## src/rtl/param_int_div_pkg.sv

```systemverilog
// Shared definitions for the parametrised restoring integer divider.
// Latency: n/a (types and constants only).
// Backpressure: n/a.
package param_int_div_pkg;

    // Controller state encoding. S_FIX is only entered when SIGNED_DIV_EN is defined.
    typedef enum logic [2:0] {
        S_IDLE = 3'd0,
        S_LOAD = 3'd1,
        S_ITER = 3'd2,
        S_FIX  = 3'd3,
        S_DONE = 3'd4
    } div_state_e;

    // Width of the iteration counter: it must hold the value WIDTH itself.
    function automatic int cnt_width(input int width);
        return $clog2(width + 1);
    endfunction

endpackage

```

## src/rtl/param_int_div_dp.sv

```systemverilog
// Divider datapath: X/Y/R/Q registers, WIDTH+1 compare/subtract, sign fix-up, result registers.
// Latency: one quotient bit per step_i strobe; results update on the commit_i (or divide-by-zero load) edge.
// Backpressure: none, purely strobe-driven by the controller.
// Macro SIGNED_DIV_EN adds signed_mode_i / fix_i and the sign-correction path.
module param_int_div_dp #(
    parameter int WIDTH = 8
) (
    input  logic             clk,
    input  logic             rst_n,
    input  logic             load_i,
    input  logic             step_i,
    input  logic             commit_i,
`ifdef SIGNED_DIV_EN
    input  logic             fix_i,
    input  logic             signed_mode_i,
`endif
    input  logic [WIDTH-1:0] dividend_i,
    input  logic [WIDTH-1:0] divisor_i,
    output logic             div_zero_o,
    output logic [WIDTH-1:0] quotient_o,
    output logic [WIDTH-1:0] remainder_o,
    output logic             dbz_o
);

    logic [WIDTH-1:0] x_q, y_q, q_q;
    // R < Y holds after every step, so R fits in WIDTH bits; only the trial value T needs WIDTH+1.
    logic [WIDTH-1:0] r_q;
    logic [WIDTH-1:0] quo_q, rem_q;
    logic             dbz_q;

    logic [WIDTH:0]   t_val;
    logic             ge;
    logic [WIDTH-1:0] r_step, q_step;
    logic [WIDTH-1:0] x_ld, y_ld;
    logic [WIDTH-1:0] q_res, r_res;

`ifdef SIGNED_DIV_EN
    logic neg_a, neg_b;
    logic neg_q_q, neg_r_q;
`endif

    assign div_zero_o = (divisor_i == '0);

    // One restoring step: shift the next dividend bit into the partial remainder and try Y.
    always_comb begin
        t_val  = {r_q, x_q[WIDTH-1]};
        ge     = (t_val >= {1'b0, y_q});
        r_step = ge ? WIDTH'(t_val - {1'b0, y_q}) : t_val[WIDTH-1:0];
        q_step = {q_q[WIDTH-2:0], ge};
    end

`ifdef SIGNED_DIV_EN
    // Signed operands are divided as magnitudes; the signs are reapplied in FIX.
    always_comb begin
        neg_a = signed_mode_i & dividend_i[WIDTH-1];
        neg_b = signed_mode_i & divisor_i[WIDTH-1];
        x_ld  = neg_a ? ('0 - dividend_i) : dividend_i;
        y_ld  = neg_b ? ('0 - divisor_i)  : divisor_i;
        q_res = fix_i ? (neg_q_q ? ('0 - q_q) : q_q) : q_step;
        r_res = fix_i ? (neg_r_q ? ('0 - r_q) : r_q) : r_step;
    end
`else
    always_comb begin
        x_ld  = dividend_i;
        y_ld  = divisor_i;
        q_res = q_step;
        r_res = r_step;
    end
`endif

    always_ff @(posedge clk) begin
        if (!rst_n) begin
            x_q     <= '0;
            y_q     <= '0;
            r_q     <= '0;
            q_q     <= '0;
            quo_q   <= '0;
            rem_q   <= '0;
            dbz_q   <= 1'b0;
`ifdef SIGNED_DIV_EN
            neg_q_q <= 1'b0;
            neg_r_q <= 1'b0;
`endif
        end else if (load_i) begin
            x_q     <= x_ld;
            y_q     <= y_ld;
            r_q     <= '0;
            q_q     <= '0;
            dbz_q   <= div_zero_o;
`ifdef SIGNED_DIV_EN
            neg_q_q <= neg_a ^ neg_b;
            neg_r_q <= neg_a;
`endif
            // Divide-by-zero skips the iterations, so its results are published here.
            if (div_zero_o) begin
                quo_q <= '1;
                rem_q <= dividend_i;
            end
        end else begin
            if (step_i) begin
                x_q <= {x_q[WIDTH-2:0], 1'b0};
                r_q <= r_step;
                q_q <= q_step;
            end
            if (commit_i) begin
                quo_q <= q_res;
                rem_q <= r_res;
            end
        end
    end

    assign quotient_o  = quo_q;
    assign remainder_o = rem_q;
    assign dbz_o       = dbz_q;

endmodule

```

## src/rtl/param_int_divider.sv

```systemverilog
// Radix-2 restoring unsigned divider (optional signed mode via macro SIGNED_DIV_EN), FSM + counter top.
// Latency: go applied at edge 0 -> done after edge WIDTH+2 (WIDTH+3 with SIGNED_DIV_EN); divide-by-zero after edge 2.
// Backpressure: go is accepted only in IDLE; go while busy is dropped, not queued.
// Ports: clk/rst_n (sync, active-low); go, dividend, divisor[, signed_mode] in;
//        quotient, remainder, dbz (held until next LOAD), busy, done (one-cycle pulse) out.
module param_int_divider
    import param_int_div_pkg::*;
#(
    parameter int WIDTH = 8
) (
    input  logic             clk,
    input  logic             rst_n,
    input  logic             go,
    input  logic [WIDTH-1:0] dividend,
    input  logic [WIDTH-1:0] divisor,
`ifdef SIGNED_DIV_EN
    input  logic             signed_mode,
`endif
    output logic [WIDTH-1:0] quotient,
    output logic [WIDTH-1:0] remainder,
    output logic             busy,
    output logic             done,
    output logic             dbz
);

    localparam int CNT_W = cnt_width(WIDTH);

    div_state_e       state_q, state_d;
    logic [CNT_W-1:0] cnt_q, cnt_d;
    logic             load_s, step_s, commit_s;
    logic             div_zero;
    logic             last_iter;
`ifdef SIGNED_DIV_EN
    logic             fix_s;
`endif

    assign last_iter = (cnt_q == CNT_W'(1));

    always_ff @(posedge clk) begin
        if (!rst_n) begin
            state_q <= S_IDLE;
            cnt_q   <= '0;
        end else begin
            state_q <= state_d;
            cnt_q   <= cnt_d;
        end
    end

    always_comb begin
        state_d  = state_q;
        cnt_d    = cnt_q;
        load_s   = 1'b0;
        step_s   = 1'b0;
        commit_s = 1'b0;
`ifdef SIGNED_DIV_EN
        fix_s    = 1'b0;
`endif
        case (state_q)
            S_IDLE: begin
                if (go) state_d = S_LOAD;
            end
            S_LOAD: begin
                load_s  = 1'b1;
                cnt_d   = CNT_W'(WIDTH);
                state_d = div_zero ? S_DONE : S_ITER;
            end
            S_ITER: begin
                step_s = 1'b1;
                cnt_d  = cnt_q - CNT_W'(1);
                if (last_iter) begin
`ifdef SIGNED_DIV_EN
                    state_d = S_FIX;
`else
                    // Results are captured from the final step so they are valid with done.
                    commit_s = 1'b1;
                    state_d  = S_DONE;
`endif
                end
            end
`ifdef SIGNED_DIV_EN
            S_FIX: begin
                fix_s    = 1'b1;
                commit_s = 1'b1;
                state_d  = S_DONE;
            end
`endif
            S_DONE: begin
                state_d = S_IDLE;
            end
            default: begin
                state_d = S_IDLE;
            end
        endcase
    end

    assign busy = (state_q != S_IDLE);
    assign done = (state_q == S_DONE);

    param_int_div_dp #(
        .WIDTH(WIDTH)
    ) u_dp (
        .clk           (clk),
        .rst_n         (rst_n),
        .load_i        (load_s),
        .step_i        (step_s),
        .commit_i      (commit_s),
`ifdef SIGNED_DIV_EN
        .fix_i         (fix_s),
        .signed_mode_i (signed_mode),
`endif
        .dividend_i    (dividend),
        .divisor_i     (divisor),
        .div_zero_o    (div_zero),
        .quotient_o    (quotient),
        .remainder_o   (remainder),
        .dbz_o         (dbz)
    );

endmodule

```

## config.mk

```make
export PLATFORM = sky130hd
export DESIGN_NAME = param_int_divider
export DESIGN_NICKNAME = d
export VERILOG_FILES = /design/src/rtl/param_int_div_pkg.sv /design/src/rtl/param_int_div_dp.sv /design/src/rtl/param_int_divider.sv
export SDC_FILE = /design/constraint.sdc
export NUM_CORES = 1
export LEC_CHECK = 0
export CORE_MARGIN = 2
export CORE_UTILIZATION = 31
export DETAILED_ROUTE_END_ITERATION = 8
export MAX_ROUTING_LAYER = met4
export PLACE_DENSITY = 0.57
export SKIP_CTS_REPAIR_TIMING = 1
export SYNTH_ARGS = -nofsm -noshare
export SYNTH_HDL_FRONTEND = slang
export SYNTH_SLANG_ARGS = --single-unit
```

## constraint.sdc

```tcl
create_clock -name clk -period 4.6 [get_ports clk]
set_input_delay 0.46 -clock clk [delete_from_list [all_inputs] [get_ports clk]]
set_output_delay 0.46 -clock clk [all_outputs]
set_load 0.05 [all_outputs]
```

==> flow_metrics.env <==
export IMPL_outcome="finished, final reports clean"
export IMPL_path_class="reg2reg"
export IMPL_ant_nets=0
export IMPL_insertion_delay_ns=0.32
export IMPL_synthTopCellsByArea="dfxtp_1 43%, nand2_1 8.8%, a21oi_1 8.0%"
export IMPL_firstDrtPassIters=4
export IMPL_min_period_ns=2.82
export IMPL_grt_pass1_vias=2053
export IMPL_num_vias=2259
export IMPL_synth_edf_count=0
export IMPL_ys_seq_elements=55
export IMPL_crit_path_max_fanout=30
export IMPL_cp_required_ns=4.82
export IMPL_dp_cells=434
export IMPL_skew_ns=0.0116
export IMPL_rsz0062_at_grt="no"
export IMPL_synthArstFlopShare_pct=0
export IMPL_max_slew_margin_pct=46.4
export IMPL_routedWlPerCell_um=14.7
export IMPL_cap_viol_max_count=0
export IMPL_fin_cells=442
export IMPL_max_stage_delay_ns=0.77
export IMPL_place_area_mm2=0.00301
export IMPL_syn_to_final_growth_pct=21.9
export IMPL_drc_errors=0
export IMPL_h_tree_depth=2
export IMPL_cp_end_kind="flop"
export IMPL_ios=38
export IMPL_hpwl_um=4600
export IMPL_final_cell_area_mm2=0.00312
export IMPL_holdWs_ns=0.460
export IMPL_numCtsBuffers=5
export IMPL_grt_usage_pct=15.5
export IMPL_regToRegSetupSlack_ns=1.78
export IMPL_synthCells=306
export IMPL_synth_warnings=0
export IMPL_seq_area_frac_synth_pct=43.1
export IMPL_fin_tns_setup_ns=0
export IMPL_cp_start_kind="flop"
export IMPL_io_buffers=37
export IMPL_crit_chain="nor3b_2, buf_4, nand2_1, nand2_1, nand2_1, o221ai_1"
export IMPL_gp_congestion=0.888
export IMPL_syn_nets=336
export IMPL_leakagePower_nw=1.10
export IMPL_yosysTopAreaCell="dfxtp_1"
export IMPL_grt_overflow=0
export IMPL_routed_wl_um=6500
export IMPL_mostFrequentLayoutCell="nand2_1"
export IMPL_rows=33
export IMPL_cpMaxStageDelayCell="nand2_1"
export IMPL_tightest_slew_ns=0.802
export IMPL_peakVddDrop_mv=0.118
export IMPL_synth_cell_types=47
export IMPL_coreArea_mm2=0.00809
export IMPL_path_common_cell="nand2_1"
export IMPL_cts_max_path_buffers=2
export IMPL_power_density_mw_per_mm2=331
export IMPL_timing_fmax_mhz=354
export IMPL_synth_ff_type="dfxtp_1"
export IMPL_synth_area_mm2=0.00256
export IMPL_layout_nets=366
export IMPL_diodes=0
export IMPL_via_per_inst=5.11
export IMPL_finalCritPeriodShare_pct=61.4
export IMPL_die_h_um=94.8
export IMPL_synth_avg_cell_area_um2=8.35
export IMPL_cts_tree="built"
export IMPL_min_path_type="reg2reg"
export IMPL_grt_pass1_wl_um=10600
export IMPL_die_area_mm2=0.00899
export IMPL_numClockSinks=55
export IMPL_die_w_um=94.8
export IMPL_start_util_pct=31.6
export IMPL_timing_hold_violations_final=0
export IMPL_n_fill_cell=860
export IMPL_final_cell_mix="60 x nand2_1, 55 x dfxtp_1, 41 x a21oi_1, 37 x clkdlybuf4s50_1, 22 x nor2_1"
export IMPL_drive_gt1_share_pct=8.61
export IMPL_antenna_found_initial=0
export IMPL_netlist_area_leader_share_pct=43.1
export IMPL_root_buffer="clkbuf_8"
export IMPL_maxSlewViolCount=0
export IMPL_setup_viol=0
export IMPL_p_total_w=0.00103
export IMPL_path_clk_slew_ns=0.11
export IMPL_grt_max_degree=31
export IMPL_drt_iter0_drc=122
export IMPL_arrival_ns=3.05
## power by group
part,switching [W],internal [W]
registers,0.0000140,0.000494
clock network,0.000183,0.000115
logic,0.000138,0.0000855
## metrics by stage
| step | util (%) | setup slack (ns) |
|---|---|---|
| after floorplan | - | 2.56 |
| after global routing | 38.5 | 1.52 |
| after global placement | 37.2 | 1.82 |
| after CTS | 38.5 | 1.85 |
| after detailed placement | 37.2 | 1.70 |
| final | 38.5 | 1.78 |
## cell families (layout without fill, tap and decap cells)
family                     after synthesis  in the layout  share of synthesized area [%]
and+or+nand+nor                        104            104                           17.9
AOI/OAI and AO/OA                       99             99                           26.2
DFF                                     55             55                           43.1
buffers and inverters                   31             62                           4.89
adders and majority gates               11             11                           5.68
xor gates and xnor gates                 3              3                           1.03
muxes                                    3              3                           1.27
## cell type report
cell class,count,area [um^2],share of cell area (%)
clock buffers,5,68.8,2.21
repair buffers,40,393,12.6
well taps,105,131,4.22
multi-input cells,220,1340,42.9
clock inverters,3,33.8,1.08
flip-flops and latches,55,1100,35.3
inverters,14,52.6,1.69
## worst max-delay path: cells and delay by family, from the launching register on
family | cells | cell delay [ns]
buffers and inverters | 1 | 0.32
AO/OA/AOI/OAI | 1 | 0.28
flip-flops | 1 | 0.43
AND/OR/NAND/NOR | 4 | 1.69
## cells in the mapped netlist (2+ instances only)
cell type and number:
clkbuf_1 14, nand2_1 60, inv_1 14, o221ai_1 3, o21ai_1 2, and3_1 2
xor2_1 2, a22oi_1 8, o22ai_1 2, o21ai_0 13, nand4_1 3, a21oi_2 2
mux2_2 2, o311a_1 2, ha_1 10, nand3_1 2, buf_4 2, a41oi_1 2
nor3b_1 4, a211oi_1 7, nor4_1 2, a21oi_1 41, nor2_1 22, dfxtp_1 55
o221a_2 8
## worst paths after layout
check / cells past startpoint / from / to
worst max-delay path: 6 / state_q[1] / u_dp.remainder_o[3]
worst min-delay path: 2 / u_dp.y_q[2] / u_dp.y_q[2]
worst max register to register: 6 / state_q[1] / u_dp.remainder_o[3]
worst min register to register: 2 / u_dp.y_q[2] / u_dp.y_q[2]
## flip-flops by register name, summed over array words and instances (netlist names)
register,flops
u_dp.r_q,8
state_q,3
u_dp.y_q,8
cnt_q,4
u_dp.x_q,8
u_dp.quotient_o,8
u_dp.q_q,7
u_dp.dbz_o,1
u_dp.remainder_o,8
## per-layer routing
layer	track usage, %	wire length [um]	vias to the layer above
li1	-	-	1154
met1	21.5	3220	1055
met2	23.8	3020	44
met3	2.63	193	6
met4	3.26	58	0
met5	-	0	-
Power figures use the tool's default switching activity.
==> edit (same settings) <==
The 5 states of `div_state_e` get a one-hot encoding in 5 bits.
--- a/src/rtl/param_int_div_pkg.sv
+++ b/src/rtl/param_int_div_pkg.sv
@@ -5,10 +5,10 @@
 
     // Controller state encoding. S_FIX is only entered when SIGNED_DIV_EN is defined.
-    typedef enum logic [2:0] {
-        S_IDLE = 3'd0,
-        S_LOAD = 3'd1,
-        S_ITER = 3'd2,
-        S_FIX  = 3'd3,
-        S_DONE = 3'd4
+    typedef enum logic [4:0] {
+        S_IDLE = 5'b00001,
+        S_LOAD = 5'b00010,
+        S_ITER = 5'b00100,
+        S_FIX  = 5'b01000,
+        S_DONE = 5'b10000
     } div_state_e;
 
Function: same outputs for any inputs over 10 cycles, from zero or initial values and one cycle with rst_n low; not proved beyond that.
==> edit against the original RTL <==
  * Routed wire length shrank 1.6%
  * Count of clock-buffer cells in the layout increased by 3
  * Critical path depth is 4 lower
  * Via count increased by 0.53%
  * Hold slack improved by 0.0020 ns
  * Setup slack better by 0.15 ns
  * Area after synthesis up 2.3%
  * Critical path type is now reg2out
  * Cell area is 1.2% higher
  * Die area rose by 2.2%
  * Sequential cell count up 1
  * Register-to-register slack improved by 0.35 ns
Power is not compared: it rests on default switching activity, and its combinational part moved more than twofold at a synthesized area within 25%.
==> edit: results (changes against the original RTL) <==
Placement
  • Area post-placement: 3060 um2 (was 3010 um2)
  • Final HPWL DP: 4.67 mm (was 4.60 mm)
  • GP Congestion: 0.808 (was 0.888)
  • Post-placement cell count: 432 (was 434)
  • Dpl ws: 1.99 ns (was 1.70 ns)

Timing
  • Clk_skew: 0.00840 ns (was 0.0116 ns)
  • WHS: 0.462 ns (was 0.460 ns)
  • Slew HR: 0.392 (was 0.464)
  • Fin crit share: 0.581 (was 0.614)

Logic synthesis
  • Post-Synthesis Cells: 305 (was 306)
  • Largest family of logic cells by synthesized area: compound AO/OA/AOI/OAI gates (unchanged)
  • Post-synth cell types: 46 (was 47)
  • Post-synthesis sequential area ratio: 0.429 (was 0.431)
  • Synth Area in Compound Gates: 0.237 (was 0.262)
  • XOR/XNOR Fraction of Synth Area: 0.0101 (was 0.0103)
  • Synth Area in Adders: 0.0555 (was 0.0568)
  • Synth top cells by count: 56 x dfxtp_1, 54 x nand2_1, 34 x a21oi_1 (was 60 x nand2_1, 55 x dfxtp_1, 41 x a21oi_1)
  • Synth area leaders: dfxtp_1 43%, nand2_1 7.8%, a21oi_1 6.5%, ha_1 4.8%, o221a_2 3.4% (was dfxtp_1 43%, nand2_1 8.8%, a21oi_1 8.0%, ha_1 4.9%, o221a_2 3.5%)

Finish
  • Layout cells sized above 1: 0.0746 (was 0.0861)

Setup path
  • Worst reg-to-reg setup slack: 2.13 ns (was 1.78 ns)
  • Critical path arrival: 2.21 ns (was 3.05 ns)
  • CP Capture Point: busy (was u_dp.remainder_o[3])
  • R2R Path End: u_dp.remainder_o[0] (was u_dp.remainder_o[3])
  • Worst-path fanout max: 5 (was 30)
  • CP startpoint: state_q[0] (was state_q[1])

Power
  • Pleak: 1.05 nW

Routing
  • WL final: 6.39 mm (was 6.50 mm)
  • WL/cell: 14.5 um (was 14.7 um)

Hold path
  • Hold depth: 2 (unchanged)
  • Hold worst-path end: u_dp.x_q[1] (was u_dp.y_q[2])
  • Min-delay src: u_dp.x_q[1] (was u_dp.y_q[2])

Status
  • Run status: finished, final reports clean (unchanged)

Global routing
  • GR Util All Layers: 0.151 (was 0.155)
  • Largest net degree at the start of global routing: 34 (was 31)
  • First-pass GRT wire length: 10.5 mm (was 10.6 mm)
  • Via count of the first global-routing pass: 2150 (was 2053)

Clock network
  • Worst-Skew Late Latency: 0.30 ns (was 0.32 ns)
-- edit: cell type report --
class	count	area (um2)
fillers	832	5020
multi-input cells	219	1380
flip-flops and latches	56	1120
repair buffers	39	385
well taps	105	131
clock buffers	8	90.1
inverters	13	48.8
-- edit: logic make-up after synthesis --
kind of cell	after synthesis
buffers and inverters	30
multiplexers	4
XOR/XNOR	3
flip-flops	56
AO/OA/AOI/OAI	88
AND/OR/NAND/NOR	113
adder cells (fa/ha/maj)	11
-- edit: metal layers --
| metal | up-vias | global-route usage | wire length, um |
|---|---|---|---|
| met5 | - | - | 0 |
| met2 | 35 | 0.238 | 3050 |
| met4 | 0 | 0.0524 | 111 |
| li1 | 1150 | - | - |
| met1 | 1076 | 0.195 | 3090 |
| met3 | 10 | 0.0266 | 143 |
-- edit: critical path: stages (launching register included) --
cell and delay, ns:
dfxtp_1 0.49, or4b_2 0.68, clkdlybuf4s50_1 0.73
